===== src/rtl/wb_host_pkg.sv =====
// Shared types and widths for the host-side WISHBONE classic master.
package wb_host_pkg;

    localparam int unsigned WB_ADR_W = 10;
    localparam int unsigned WB_DAT_W = 32;
    localparam int unsigned WB_SEL_W = 4;

    typedef enum logic [1:0] {
        IDLE = 2'd0,
        BUS  = 2'd1,
        RESP = 2'd2
    } state_e;

    // Response returned to the requester once per accepted request.
    typedef struct packed {
        logic [WB_DAT_W-1:0] rdata;
        logic                err;
        logic                timeout;
    } wb_rsp_t;

endpackage


===== src/rtl/wb_timeout_cnt.sv =====
// Cycle counter for an outstanding WISHBONE cycle. Counts while enabled and
// flags expiry on the last permitted cycle, so the master can abort the bus
// cycle at the same edge it would otherwise have waited once more.
module wb_timeout_cnt #(
    parameter int unsigned TIMEOUT_CYCLES = 256,
    parameter int unsigned CNT_W          = 16
) (
    input  logic clk_i,
    input  logic rst_ni,
    input  logic clr_i,
    input  logic en_i,
    output logic expired_o
);

    logic [CNT_W-1:0] count_q;
    logic [CNT_W-1:0] count_d;

    // Clear has priority over counting; hold otherwise.
    always_comb begin
        count_d = count_q;
        if (clr_i) begin
            count_d = '0;
        end else if (en_i) begin
            count_d = count_q + CNT_W'(1);
        end
    end

    // Counter register with synchronous active-low reset.
    always_ff @(posedge clk_i) begin
        if (!rst_ni) begin
            count_q <= '0;
        end else begin
            count_q <= count_d;
        end
    end

    // The counter starts at 0 on the first bus cycle, so TIMEOUT_CYCLES-1
    // marks the last cycle cyc/stb may stay asserted.
    assign expired_o = (count_q == CNT_W'(TIMEOUT_CYCLES - 1));

endmodule


===== src/rtl/wb_host_master.sv =====
// Host-side WISHBONE classic master. Converts one register request at a time
// into a single read or write cycle toward the MAC register slave and returns
// exactly one response, terminated by ack, err or a cycle timeout.
//
// state | meaning
// ------+------------------------------------------------------------
// IDLE  | req_ready high, waiting for a request
// BUS   | cyc/stb asserted, waiting for ack/err or timeout
// RESP  | response held on rsp_* until the consumer takes it
module wb_host_master
    import wb_host_pkg::*;
#(
    parameter int unsigned TIMEOUT_CYCLES = 256,
    parameter int unsigned CNT_W          = 16
) (
    input  logic                wb_clk_i,
    input  logic                wb_rst_i,

    input  logic                req_valid,
    output logic                req_ready,
    input  logic                req_we,
    input  logic [WB_ADR_W-1:0] req_addr,
    input  logic [WB_SEL_W-1:0] req_sel,
    input  logic [WB_DAT_W-1:0] req_wdata,

    output logic                rsp_valid,
    input  logic                rsp_ready,
    output logic [WB_DAT_W-1:0] rsp_rdata,
    output logic                rsp_err,
    output logic                rsp_timeout,

    output logic [WB_ADR_W-1:0] wbm_adr_o,
    output logic [WB_DAT_W-1:0] wbm_dat_o,
    input  logic [WB_DAT_W-1:0] wbm_dat_i,
    output logic [WB_SEL_W-1:0] wbm_sel_o,
    output logic                wbm_we_o,
    output logic                wbm_cyc_o,
    output logic                wbm_stb_o,
    input  logic                wbm_ack_i,
    input  logic                wbm_err_i,

    output logic                busy
);

    state_e              state_q, state_d;
    logic [WB_ADR_W-1:0] adr_q, adr_d;
    logic [WB_DAT_W-1:0] dat_q, dat_d;
    logic [WB_SEL_W-1:0] sel_q, sel_d;
    logic                we_q, we_d;
    logic                cyc_q, cyc_d;
    logic                stb_q, stb_d;
    logic                rsp_valid_q, rsp_valid_d;
    wb_rsp_t             rsp_q, rsp_d;

    logic                cnt_clr;
    logic                cnt_en;
    logic                cnt_expired;

    wb_timeout_cnt #(
        .TIMEOUT_CYCLES (TIMEOUT_CYCLES),
        .CNT_W          (CNT_W)
    ) u_timeout_cnt (
        .clk_i     (wb_clk_i),
        .rst_ni    (wb_rst_i),
        .clr_i     (cnt_clr),
        .en_i      (cnt_en),
        .expired_o (cnt_expired)
    );

    // Next-state logic: request capture, bus termination and response handoff.
    always_comb begin
        state_d     = state_q;
        adr_d       = adr_q;
        dat_d       = dat_q;
        sel_d       = sel_q;
        we_d        = we_q;
        cyc_d       = cyc_q;
        stb_d       = stb_q;
        rsp_valid_d = rsp_valid_q;
        rsp_d       = rsp_q;
        cnt_clr     = 1'b0;
        cnt_en      = 1'b0;

        unique case (state_q)
            IDLE: begin
                // ack/err seen here are spurious and deliberately ignored.
                if (req_valid) begin
                    adr_d   = req_addr;
                    sel_d   = req_sel;
                    we_d    = req_we;
                    // Reads drive zero data so the slave never sees stale bytes.
                    dat_d   = req_we ? req_wdata : '0;
                    cyc_d   = 1'b1;
                    stb_d   = 1'b1;
                    cnt_clr = 1'b1;
                    state_d = BUS;
                end
            end

            BUS: begin
                if (wbm_err_i || wbm_ack_i || cnt_expired) begin
                    rsp_d.rdata   = '0;
                    rsp_d.err     = 1'b0;
                    rsp_d.timeout = 1'b0;
                    // err beats a simultaneous ack; a real response beats
                    // a timeout landing on the same cycle.
                    if (wbm_err_i) begin
                        rsp_d.err = 1'b1;
                    end else if (wbm_ack_i) begin
                        rsp_d.rdata = we_q ? '0 : wbm_dat_i;
                    end else begin
                        rsp_d.timeout = 1'b1;
                    end
                    adr_d       = '0;
                    dat_d       = '0;
                    sel_d       = '0;
                    we_d        = 1'b0;
                    cyc_d       = 1'b0;
                    stb_d       = 1'b0;
                    rsp_valid_d = 1'b1;
                    state_d     = RESP;
                end else begin
                    cnt_en = 1'b1;
                end
            end

            RESP: begin
                if (rsp_ready) begin
                    rsp_valid_d = 1'b0;
                    rsp_d       = '0;
                    state_d     = IDLE;
                end
            end

            default: begin
                state_d = IDLE;
            end
        endcase
    end

    // State and output registers; reset drops the bus cycle immediately and
    // discards any in-flight transaction without issuing a response.
    always_ff @(posedge wb_clk_i) begin
        if (!wb_rst_i) begin
            state_q     <= IDLE;
            adr_q       <= '0;
            dat_q       <= '0;
            sel_q       <= '0;
            we_q        <= 1'b0;
            cyc_q       <= 1'b0;
            stb_q       <= 1'b0;
            rsp_valid_q <= 1'b0;
            rsp_q       <= '0;
        end else begin
            state_q     <= state_d;
            adr_q       <= adr_d;
            dat_q       <= dat_d;
            sel_q       <= sel_d;
            we_q        <= we_d;
            cyc_q       <= cyc_d;
            stb_q       <= stb_d;
            rsp_valid_q <= rsp_valid_d;
            rsp_q       <= rsp_d;
        end
    end

    assign req_ready   = (state_q == IDLE);
    assign busy        = (state_q != IDLE);

    assign wbm_adr_o   = adr_q;
    assign wbm_dat_o   = dat_q;
    assign wbm_sel_o   = sel_q;
    assign wbm_we_o    = we_q;
    assign wbm_cyc_o   = cyc_q;
    assign wbm_stb_o   = stb_q;

    assign rsp_valid   = rsp_valid_q;
    assign rsp_rdata   = rsp_q.rdata;
    assign rsp_err     = rsp_q.err;
    assign rsp_timeout = rsp_q.timeout;

endmodule


===== config.mk =====
export PLATFORM = sky130hd
export DESIGN_NAME = wb_host_master
export DESIGN_NICKNAME = d
export VERILOG_FILES = /design/src/rtl/wb_host_pkg.sv /design/src/rtl/wb_timeout_cnt.sv /design/src/rtl/wb_host_master.sv
export SDC_FILE = /design/constraint.sdc
export NUM_CORES = 1
export LEC_CHECK = 0
export CELL_PAD_IN_SITES_DETAIL_PLACEMENT = 0
export CELL_PAD_IN_SITES_GLOBAL_PLACEMENT = 1
export CORE_UTILIZATION = 25
export DETAILED_ROUTE_END_ITERATION = 12
export PLACE_DENSITY = 0.73
export SLEW_MARGIN = 0
export SYNTH_ARGS = -nofsm -noshare
export SYNTH_HDL_FRONTEND = slang
export SYNTH_HIERARCHICAL = 1
export SYNTH_SLANG_ARGS = --single-unit

===== constraint.sdc =====
create_clock -name wb_clk_i -period 7.7 [get_ports wb_clk_i]
set_input_delay 1.54 -clock wb_clk_i [delete_from_list [all_inputs] [get_ports wb_clk_i]]
set_output_delay 1.54 -clock wb_clk_i [all_outputs]
set_load 0.1 [all_outputs]

Yosys cells after proc, flatten, opt, wreduce, memory -nomap -nowiden --
Cells that the tools add are included.
Operators by class: equality and inequality tests 6, add/subtract/negate cells 1, bitwise operators 1, multiplexer cells 35, reduce and logical (&&, ||, !) cells 10
Operators with widths (count):
- 32-bit 2-to-1 mux | 6
- 34-bit 2-to-1 mux | 2
- 34-bit case mux with 2 select lines | 1
- 32-bit case mux with 2 select lines | 1
- 10-bit 2-to-1 mux | 2
- 10-bit case mux with 2 select lines | 1
- 16-bit by 1-bit adder with 16-bit output, second input constant | 1
- 16-bit by 8-bit equality test with 1-bit output, second input constant | 1
- 1-bit 2-to-1 mux | 12
- 3-bit AND reduction | 3
- 4-bit 2-to-1 mux | 2
- 4-bit case mux with 2 select lines | 1
- 2-bit 2-to-1 mux | 3
- 2-bit inequality test, second input constant | 3
- 1-bit case mux with 2 select lines | 3
- 2-bit case mux with 3 select lines | 1
- 2-bit nonzero test | 3
- 2-bit by 1-bit equality test with 1-bit output, second input constant | 1
- 2-bit equality test, second input constant | 1
- 2-bit zero test | 1
- 1-bit logical OR | 2
- 2-bit OR reduction | 1
- 1-bit inverter | 1
Word-level totals: register bits after elaboration 101, output and inout port bits 86, input port bits 85

Logic depth before layout (Yosys ltp) --
depth after elaboration 5, depth in mapped cells 13

Modules after synthesis --
Netlist, hierarchy kept.
By module, submodules not included:
- wb_host_master | cells an instance 369, times used 1, area an instance 3598.5 µm², seq. area each 1701.6 µm²
- wb_timeout_cnt | cells an instance 84, times used 1, area an instance 748.2 µm², seq. area each 320.3 µm²

Least setup slack after synthesis --
No wires, ideal clock.
path type input-to-reg, start in wbm_ack_i, end reg u_timeout_cnt.count_q[15], stages 9, buffers on the path 3, slack 4.153 ns, required time 7.630 ns, arrival time 3.477 ns, cell sequence or3_1 -> buf_2 -> buf_2 -> nor2_1 -> and4_1 -> buf_2 -> nand3_1 -> or4_1 -> a21oi_1
Between the ends: word-level cells in the longest chain between the ends 4
Ends and longest elaborated chain:
- from (decl) | RTL line wb_host_master.sv:39 | input logic wbm_ack_i,
- 1-bit logical OR (2 in series) | RTL line wb_host_master.sv:101 | if (wbm_err_i || wbm_ack_i || cnt_expired) begin
- 1-bit 2-to-1 mux | RTL line wb_host_master.sv:101
- 1-bit 2-to-1 mux | RTL line wb_host_master.sv:84 | unique case (state_q)
- named net cnt_en | RTL line wb_host_master.sv:56 | logic cnt_en;
- to (signal assigned) | RTL line wb_timeout_cnt.sv:33 | count_q <= count_d;
- to (decl) | RTL line wb_timeout_cnt.sv:15 | logic [CNT_W-1:0] count_q;
The timed path passes the listed nets, and every way through them passes these cells. A chain may end at the register's enable or synchronous reset.

Final worst setup path --
start in wbm_err_i, end reg u_timeout_cnt.count_q[13]
Between the ends: word-level cells in the longest chain between the ends 4
Ends and longest elaborated chain:
- from (decl) | RTL line wb_host_master.sv:40 | input logic wbm_err_i,
- 1-bit logical OR (2 in series) | RTL line wb_host_master.sv:101
- 1-bit 2-to-1 mux | RTL line wb_host_master.sv:101
- 1-bit 2-to-1 mux | RTL line wb_host_master.sv:84
- named net cnt_en | RTL line wb_host_master.sv:56
The timed path passes the listed nets, and every way through them passes these cells.

==> results.py <==
metrics = {
    "cts": {
        "cts_buffers": 9,
        "postCtsHoldBufs": 0,
        "clk_path_buf_depth": 2,
        "post_cts_buffers": 0,
        "clock-root-buffer": "clkbuf_16",
        "insertion_delay_ns": 0.35,
        "cts_resized": 0,
        "path_clk_slew_ns": 0.07,
        "cts_tree": "yes",
        "htree_levels": 3,
        "clock-sinks": 101,
    },
    "detailed_routing": {
        "vias": 3936,
        "drc": 0,
        "vias_per_cell": 4.818,
        "wl_per_cell_um": 15.22,
        "drtPass1Iterations": 6,
        "antenna_left": 0,
        "detail_route.iter0.violations": 113,
        "routed_wl_um": 12430,
    },
    "sta": {
        "slew_headroom_pct": 18.36,
        "fmax_mhz": 242.6,
        "setup_slack_ns": 3.577,
        "rsz0062_at_grt": "false",
        "hold_viol": 0,
        "slew_violations": 0,
        "tns_ns": 0,
        "tightest_slew_ns": 1.225,
        "fin_crit_ns": 4.123,
        "setup_viol": 0,
        "period_share_pct": 53.54,
        "fin_worst_skew_ns": 0.01031,
    },
    "placed_design": {
        "gp_congestion": 0.7364,
        "place_ws_ns": 3.213,
        "portBuffers": 170,
        "placed_cell_area_um2": 6057,
        "place_hpwl_um": 8398,
        "dp_cells": 801,
    },
    "finish": {
        "instances_no_fill": 817,
        "fill_cells": 1678,
        "nets": 678,
        "antenna_cells": 0,
        "syn2layout_area_growth_pct": 46.09,
        "fin_area_um2": 6350,
        "drive_gt1_share_pct": 4.690,
    },
    "logic_synthesis": {
        "seq_area_frac_synth_pct": 46.52,
        "async_reset_ff_share_pct": 0,
        "ys_types": 42,
        "synth_cells": 453,
        "synth_xor_area_share_pct": 2.216,
        "synth-simple-area-share_pct": 22.54,
        "synthAdderAreaFrac_pct": 0.2879,
        "syn-num-nets": 539,
        "synth_top_family_by_area": "simple AND/OR/NAND/NOR gates",
        "ys_ff_latch": 101,
        "synth_ff_type": "dfxtp_1",
        "syn_area_um2": 4347,
        "syn_avg_cell_area_um2": 9.595,
        "synthMuxAreaShare_pct": 11.31,
        "synth_edf_count": 0,
        "yosys_warnings": 6,
        "synth_compound_area_share_pct": 10.25,
    },
    "critical_path": {
        "path_max_fanout": 27,
        "crit_type": "input pin to flop",
        "worst_ep_required_time_ns": 7.97,
        "cp-end-kind": "flop",
        "arrival_ns": 4.39,
        "start_kind": "input pin",
    },
    "floorplan": {
        "die_h_um": 133.9,
        "die_w_um": 133.9,
        "io_pins": 171,
        "std_cell_rows": 47,
        "die_area_um2": 17920,
        "core_um2": 16760,
        "initial_utilization_pct": 25.94,
    },
    "power_and_ir_drop": {
        "switching_share_pct": 34.47,
        "ir_drop_mv": 0.1404,
        "switchingPower_w": 0.0004580,
        "seq_power_share_pct": 41.7,
        "clkPwrFrac_pct": 33.8,
        "combPwrFrac_pct": 24.6,
        "p_int_w": 0.0008707,
        "p_per_area_nw_per_um2": 209.2,
        "p_leak_nw": 2.380,
    },
    "global_route": {
        "grt_pass1_wl_um": 19330,
        "track_usage_pct": 13.71,
        "grt-ovfl-total": 0,
        "grt_max_degree": 77,
        "antenna_found_initial": 0,
        "grt_pass1_vias": 3726,
    },
    "status": {
        "outcome": "complete, no violations",
    },
    "run": {
        "maxCapViolations": 0,
    },
    "worst_hold_path": {
        "hold_class": "flop to flop",
    },
}
-- power by group through the flow --
stage | Sequential [W] | Clock, W | Combinational (W)
after floorplan | 0.000699 | 0 | 0.0000997
after global placement | 0.000565 | 0 | 0.000325
after detailed placement | 0.000566 | 0 | 0.000328
after CTS | 0.000554 | 0.000468 | 0.000329
after global routing | 0.000556 | 0.000487 | 0.000341
final | 0.000554 | 0.000449 | 0.000326
-- cells in the final DEF (no fill, tap or decap), drive strengths merged, types with 2 or more instances in the layout --
master,synthesis,layout
o21ai,10,10
a32o,27,27
clkbuf,19,9
inv,5,9
o31ai,2,2
xnor2,3,3
and4,4,4
nand4,5,5
and3,28,28
xor2,8,8
and2,5,5
buf,25,3
clkdlybuf4s50,0,169
nand2b,2,2
a21oi,5,5
nor2,17,17
or3,3,3
clkinv,0,2
nand2,55,55
o21a,2,2
or4,2,2
dfxtp,101,101
nor3,3,3
o2111ai,7,7
mux2i,48,48
nand3,58,58
-- per-layer routing --
metal	global-route usage, %	part of all wire [%]
met2	23.14	49
met4	6.818	2.2
met1	16.60	44
met5	0	0
met3	2.646	5.0
-- stage by stage --
| step | power [W] | util (%) | hold slack (ns) |
|---|---|---|---|
| finish | 0.001329 | 37.89 | 0.4616 |
| detailed placement | 0.0008937 | 36.14 | 0.4535 |
| floorplan | 0.0007987 | - | 0.4526 |
| CTS | 0.001351 | 37.89 | 0.4640 |
| global placement | 0.0008898 | 36.14 | 0.4450 |
| global route | 0.001384 | 37.89 | 0.4861 |
-- state kept, by name, indices dropped and copies added, names as in the netlist --
name                   count
wbm_dat_o                 32
state_q                    2
wbm_adr_o                 10
rsp_valid                  1
rsp_rdata                 32
u_timeout_cnt/count_q     16
wbm_sel_o                  4
rsp_timeout                1
rsp_err                    1
wbm_stb_o                  1
wbm_we_o                   1
-- worst paths after layout --
check | start | to | slack [ns] | cells after the start
max | wbm_err_i | u_timeout_cnt/count_q[13]$_SDFFE_PP0P_ | 3.58 | 7
max reg2reg | u_timeout_cnt/count_q[3]$_SDFFE_PP0P_ | u_timeout_cnt/count_q[13]$_SDFFE_PP0P_ | 4.37 | 8
min | wbm_dat_o[24]$_SDFFE_PN0P_ | wbm_dat_o[24]$_SDFFE_PN0P_ | 0.46 | 2
min reg2reg | wbm_dat_o[24]$_SDFFE_PN0P_ | wbm_dat_o[24]$_SDFFE_PN0P_ | 0.46 | 2
-- cell usage after synthesis, drive strengths merged (3+ instances only) --
master | number | share of area, %
and3 | 28 | 4.0
xor2 | 8 | 1.6
a32o | 27 | 6.2
clkbuf | 19 | 1.6
nor3 | 3 | 0.60
nor2 | 17 | 1.5
xnor2 | 3 | 0.60
dfxtp | 101 | 47
nand2 | 55 | 4.8
or3 | 3 | 0.43
o21ai | 10 | 1.2
and4 | 4 | 0.83
buf | 25 | 4.8
and2 | 5 | 0.78
mux2i | 48 | 11
nand4 | 5 | 1.1
inv | 5 | 0.43
nand3 | 58 | 6.7
a21oi | 5 | 0.58
o2111ai | 7 | 1.4
-- critical path, cell delays in order --
cell and delay [ns]:
clkdlybuf4s50_1 0.51, or3_1 0.74, nor2_1 0.44, and4_1 0.38, nand3_1 0.20, or4_1 0.43
a21oi_1 0.14
-- kinds of logic (layout without fill, tap and decap cells) --
family / after synthesis / after routing
DFF: 101 / 101
AOI/OAI and AO/OA: 54 / 54
muxes: 49 / 49
adders and majority gates: 1 / 1
buffers and inverters: 49 / 193
and+or+nand+nor: 188 / 188
xor gates and xnor gates: 11 / 11
-- area by class of cell --
class	instances	area [µm²]	area share (%)
Multi-Input combinational cell	303	2029	31.96
Inverter	5	18.77	0.2956
Clock inverter	7	67.56	1.064
Clock buffer	9	225.2	3.547
Sequential cell	101	2022	31.84
Timing Repair Buffer	172	1712	26.96
Tap cell	220	275.3	4.335
Note: power is estimated with default switching activity, not from simulation.
